`src/rtl/efm_pkg.sv`:
```
// efm_pkg: shared types and helpers for the error-feedback modulator.
// Modulus function, input clamp and word typedef; EFM_HK_MODULUS_EN selects HK modulus.
package efm_pkg;

  localparam int unsigned EFM_WIDTH = 9;

  typedef logic [EFM_WIDTH-1:0] efm_word_t;

`ifdef EFM_HK_MODULUS_EN
  localparam bit EFM_HK = 1'b1;
`else
  localparam bit EFM_HK = 1'b0;
`endif

  function automatic int unsigned efm_modulus(
    input int unsigned width,
    input int unsigned a,
    input bit          hk
  );
    int unsigned m;
    m = 32'd1 << width;
    if (hk) m = m - a;
    return m;
  endfunction

  // Inputs at or above the modulus would break e < M, so pin them to M-1.
  function automatic logic [31:0] efm_clamp(
    input logic [31:0] x,
    input logic [31:0] m
  );
    return (x >= m) ? (m - 32'd1) : x;
  endfunction

endpackage

```
`src/rtl/efm_mod_add.sv`:
```
// efm_mod_add: combinational modulo-M accumulate step.
// x, e in; y_next (carry) and e_next (residue) out. EFM_HK_MODULUS_EN: M = 2^WIDTH - A.
module efm_mod_add
  import efm_pkg::*;
#(
  parameter int unsigned WIDTH = EFM_WIDTH,
  parameter int unsigned A     = 1
) (
  input  logic [WIDTH-1:0] x,
  input  logic [WIDTH-1:0] e,
  output logic             y_next,
  output logic [WIDTH-1:0] e_next
);

  localparam int unsigned M = efm_modulus(WIDTH, A, EFM_HK);

  logic [WIDTH:0] s;

`ifdef EFM_HK_MODULUS_EN
  localparam logic [WIDTH:0] M_W = (WIDTH+1)'(M);

  logic [WIDTH-1:0] xc;
  logic [WIDTH:0]   d;

  assign xc     = WIDTH'(efm_clamp(32'(x), 32'(M)));
  assign s      = {1'b0, xc} + {1'b0, e};
  assign d      = s - M_W;
  assign y_next = (s >= M_W);
  assign e_next = y_next ? d[WIDTH-1:0] : s[WIDTH-1:0];
`else
  // Power-of-two modulus: the carry bit is the output, the rest wraps.
  assign s      = {1'b0, x} + {1'b0, e};
  assign y_next = s[WIDTH];
  assign e_next = s[WIDTH-1:0];
`endif

endmodule

```
`src/rtl/efm.sv`:
```
// efm: first-order error-feedback modulator (delta-sigma accumulator).
// clk, rst (sync, active-high), x_i word in; y_o carry, e_o error out. Macro EFM_HK_MODULUS_EN.
module efm
  import efm_pkg::*;
#(
  parameter int unsigned WIDTH = EFM_WIDTH,
  parameter int unsigned A     = 1
) (
  input  logic             clk,
  input  logic             rst,
  input  logic [WIDTH-1:0] x_i,
  output logic             y_o,
  output logic [WIDTH-1:0] e_o
);

  logic             y_q;
  logic [WIDTH-1:0] e_q;
  logic             y_next;
  logic [WIDTH-1:0] e_next;

  efm_mod_add #(
    .WIDTH (WIDTH),
    .A     (A)
  ) u_add (
    .x      (x_i),
    .e      (e_q),
    .y_next (y_next),
    .e_next (e_next)
  );

  always_ff @(posedge clk) begin
    if (rst) begin
      y_q <= 1'b0;
      e_q <= '0;
    end else begin
      y_q <= y_next;
      e_q <= e_next;
    end
  end

  assign y_o = y_q;
  assign e_o = e_q;

endmodule

```
`config.mk`:
```
export PLATFORM = sky130hd
export DESIGN_NAME = efm
export DESIGN_NICKNAME = d
export VERILOG_FILES = /design/src/rtl/efm_pkg.sv /design/src/rtl/efm_mod_add.sv /design/src/rtl/efm.sv
export SDC_FILE = /design/constraint.sdc
export NUM_CORES = 1
export LEC_CHECK = 0
export ABC_AREA = 1
export CORE_MARGIN = 2
export CORE_UTILIZATION = 45
export DETAILED_ROUTE_END_ITERATION = 10
export GPL_TIMING_DRIVEN = 0
export PLACE_DENSITY_LB_ADDON = 0.12
export SLEW_MARGIN = 40
export SYNTH_ARGS = -nofsm -noshare
export SYNTH_HDL_FRONTEND = slang
export SYNTH_SLANG_ARGS = --single-unit
```
`constraint.sdc`:
```
create_clock -name clk -period 3.4 [get_ports clk]
set_input_delay 0.51 -clock clk [delete_from_list [all_inputs] [get_ports clk]]
set_output_delay 0.51 -clock clk [all_outputs]
set_load 0.05 [all_outputs]
```
# Word-level counts from Yosys, hierarchy flattened
# Index checks and enable logic that the tools add are counted.
[word_totals] mem_count=0 ram_bits=0 regBits=10 romBits=0 wordCells=3 in_bits=11 latch_bits=0
[classes] n_bitwise=0 n_eq_ne=0 n_addsub=1 n_reduce_logical=0 n_shift=0 div_mod_pow=0 mux=0 n_lt_le_gt_ge=0 multipliers=0
[op_table] cell="adder 9 x 9 -> 10 bit" n=1

# Logic depth before layout (Yosys ltp)
[depth] depth_word=1 depth_mapped=10 ltp_nobuf=10

# Modules after synthesis
# Synthesis repeated with hierarchy kept, for this count alone.
[hier_totals] cells_unflattened=113 hier_area_um2=729.4
[by_module_without_submodules] mod="efm_mod_add" area_each_um2=442.9 instances=1 cells_each=82 seq_area_each_um2=0.0
[by_module_without_submodules] mod="efm" area_each_um2=286.5 instances=1 cells_each=31 seq_area_each_um2=200.2

# Worst setup path after synthesis
# Ideal clock, no wire load.
[synth_path] kind="register to register" startpoint="reg e_q[0] (netlist: e_o[0])" endpoint="reg e_q[8] (netlist: e_o[8])" setup_time_ns=0.115 arrival_ns=1.763 synth_period_minus_slack_ns=1.878 stages_incl_launch_ff=10 t_required_ns=3.285 n_path_buf=0 slack_ns=1.522 cell_sequence="dfxtp_1 > ha_1 > inv_1 > fa_1 > inv_1 > nand2_1 > nand2_1 > nand3_1 > a21oi_1 > nor2_1"
[synth_between] elab_chain_cells=1
[synth_rtl] element="start: declaration" line="efm.sv:17" source="logic [WIDTH-1:0] e_q;"
[synth_rtl] element="start signal: assignment" line="efm.sv:37" source="e_q <= e_next;"
[synth_rtl] element="adder 9 x 9 -> 10 bit" line="efm_mod_add.sv:32" source="assign s = {1'b0, x} + {1'b0, e};"
# No other way between the ends.
# A chain may end at the register's enable or synchronous reset.

# Worst setup path after layout
[layout_path] startpoint="in x_i[0]" endpoint="reg e_q[8] (netlist: e_o[8])"
[layout_between] elab_chain_cells=1
[layout_rtl] element="start: declaration" line="efm.sv:11" source="input logic [WIDTH-1:0] x_i,"
[layout_rtl] element="adder 9 x 9 -> 10 bit" line="efm_mod_add.sv:32"
# No other way between the ends.

==> flow_summary.json <==
{
  "dpl.hpwl_mm": 1.170,
  "holdBufCountCts": 0,
  "clock-root-buffer": "clkbuf_4",
  "max_slew_margin": 0.6541,
  "drtIter0Drc": 11,
  "numPortBuffers": 20,
  "syn_area_per_cell_um2": 6.299,
  "fmax_mhz": 497.4,
  "antenna_found_initial": 0,
  "peakVddDrop_uv": 271.0,
  "finalHoldViolCount": 0,
  "cts_resized": 0,
  "grt_util_all_layers": 0.1585,
  "final_common_cell": "nand2_1",
  "status": "completed",
  "worstHoldEndpoint": "e_o[0]$_SDFF_PP0_",
  "worst_hold_startpoint": "e_o[0]$_SDFF_PP0_",
  "reg2reg_depth": 9,
  "yosysUniqueCellTypes": 13,
  "cts-buffers-inserted": 3,
  "htreeDepth": 1,
  "use_met1": 0.1873,
  "dr.pass1.iters": 4,
  "io_pins": 21,
  "grt_pass1_vias": 615,
  "cts_num_sinks": 10,
  "synth_adder_area_share": 0.1815,
  "holdPathStages": 3,
  "power.density_nw_per_um2": 613.7,
  "fin_worst_skew_ns": 0.006891,
  "fin_nets": 162,
  "grt_first_pass_wirelength_mm": 2.277,
  "fin_crit_sh": 0.5913,
  "hold_path_class": "reg2reg",
  "setup_viol": 0,
  "yosysWarnings": 0,
  "critical_path_peak_fanout": 3,
  "post_cts_buffers": 0,
  "vias": 736,
  "cp_data_arrival_time_ns": 2.17,
  "die_area_um2": 1962,
  "r2r_slack_ns": 1.77,
  "power_mw": 0.5974,
  "wl_mm": 1.442,
  "synth_xor_xnor_area_share": 0,
  "synth_compound_area_frac": 0.06849,
  "drive_gt1_frac": 0.04317,
  "grt_util_met2": 0.2676,
  "place_congestion": 0.8387,
  "core_area_um2": 1506,
  "rsz0062_at_grt": "false",
  "ys_seq_area_frac": 0.2740,
  "syn-cell-area_um2": 730.7,
  "critPathCaptureType": "register",
  "clk-insertion-delay-late_ns": 0.26,
  "path_clk_slew_ns": 0.07,
  "grt_use_met3": 0.02857,
  "tightest_slew_ns": 0.5172,
  "wire_per_inst_um": 9.303,
  "num_rows": 14,
  "cp.required_ns": 3.56,
  "diodes": 0,
  "vias_per_cell": 4.748,
  "tns_ns": 0,
  "timing.rr.end": "e_o[8]$_SDFF_PP0_",
  "syn-instance-count": 116,
  "cellLeakagePower_nw": 0.5379,
  "ys_ff_latch": 10,
  "r2r_start": "e_o[0]$_SDFF_PP0_",
  "synthToLayoutAreaGrowth_pct": 33.22,
  "synth_mux_area_frac": 0,
  "grt_busiest_layer": "met2",
  "synthSimpleGateAreaFrac": 0.3476,
  "synth_top_family_by_area": "simple AND/OR/NAND/NOR gates",
  "cts_tree": "built",
  "cap_violations": 0,
  "grt_overflow": 0,
  "die_h_um": 44.30,
  "start_util": 0.4850,
  "grt_max_degree": 9,
  "ant_nets": 0,
  "clock_path_buffers": 2,
  "drv_slew": 0,
  "final_cell_mix": "nand2_1 (35), inv_1 (24), clkdlybuf4s50_1 (20)",
  "synth_fp_nets": 137,
  "start_kind": "primary input",
  "critical_path_class": "in2reg",
  "drc": 0,
  "period_minus_slack_ns": 2.011,
  "die_x_um": 44.30
}
## where the power goes
group	internal, mW	leakage (nW)	total (mW)	switching, mW
Clock	0.0408	0.0138	0.0803	0.0394
Combinational	0.132	0.441	0.360	0.228
Sequential	0.145	0.0833	0.157	0.0124
Total	0.317	0.538	0.597	0.280
## registers in the layout, indices dropped and copies added (netlist names)
register	count
y_o	1
e_o	9
## critical path: stages
cell and delay, ns:
clkdlybuf4s50_1 0.46, ha_1 0.20, inv_1 0.07, fa_1 0.38, inv_1 0.06, nand2_1 0.06, nand2_1 0.11, nand3_1 0.11
a21oi_1 0.16, nor2_1 0.06
## per-stage QoR
| stage | util | instance area, µm² | instances | hold WS (ns) | setup slack (ns) |
|---|---|---|---|---|---|
| global route | 0.6462 | 973.4 | 155 | 0.6289 | 1.329 |
| global placement | 0.6312 | 950.9 | 152 | 0.5489 | 1.125 |
| finish | 0.6462 | 973.4 | 155 | 0.5802 | 1.389 |
| CTS | 0.6462 | 973.4 | 155 | 0.5836 | 1.396 |
| floorplan | - | 730.7 | 116 | 0.5767 | 1.523 |
| detailed placement | 0.6312 | 950.9 | 152 | 0.5747 | 1.117 |
## routing by layer
metal  vias to the layer above  routed length [µm]
met4                         0                  15
met5                         -                   0
met1                       313                 714
met3                         2                  64
li1                        404                   -
met2                        17                 647
## kinds of logic after synthesis
family	Yosys count
simple gates	61
compound gates	10
flops	10
buf+inv	25
fa+ha+maj	10
## Yosys cell counts
library cell   n  area (µm²)
a21oi_1        9       45.04
o21ai_0        1       5.000
inv_1         24       90.09
nand3_1        9       45.04
or2_4          1       8.760
ha_1           9       112.6
nand3b_1       1       7.510
nand2_1       35       131.4
fa_1           1       20.02
dfxtp_1       10       200.2
nor2_1        14       52.55
inv_2          1       3.750
and2_4         1       8.760
## layout make-up
cell class	count	area [µm²]
fillers	139	533.0
multi-input cells	81	436.7
flip-flops and latches	10	200.2
repair buffers	20	200.2
inverters	25	93.84
clock buffers	3	22.52
well taps	16	20.02
## worst max path at each step
stage | slack, ns | from | to
after floorplan | 1.52 | e_o[0]$_SDFF_PP0_ | e_o[8]$_SDFF_PP0_
after global placement | 1.12 | x_i[0] | e_o[8]$_SDFF_PP0_
after detailed placement | 1.12 | x_i[0] | e_o[8]$_SDFF_PP0_
after CTS | 1.40 | x_i[0] | e_o[8]$_SDFF_PP0_
after global routing | 1.33 | x_i[0] | e_o[8]$_SDFF_PP0_
final | 1.39 | x_i[0] | e_o[8]$_SDFF_PP0_
No activity file was read; power rests on OpenSTA's default activity.
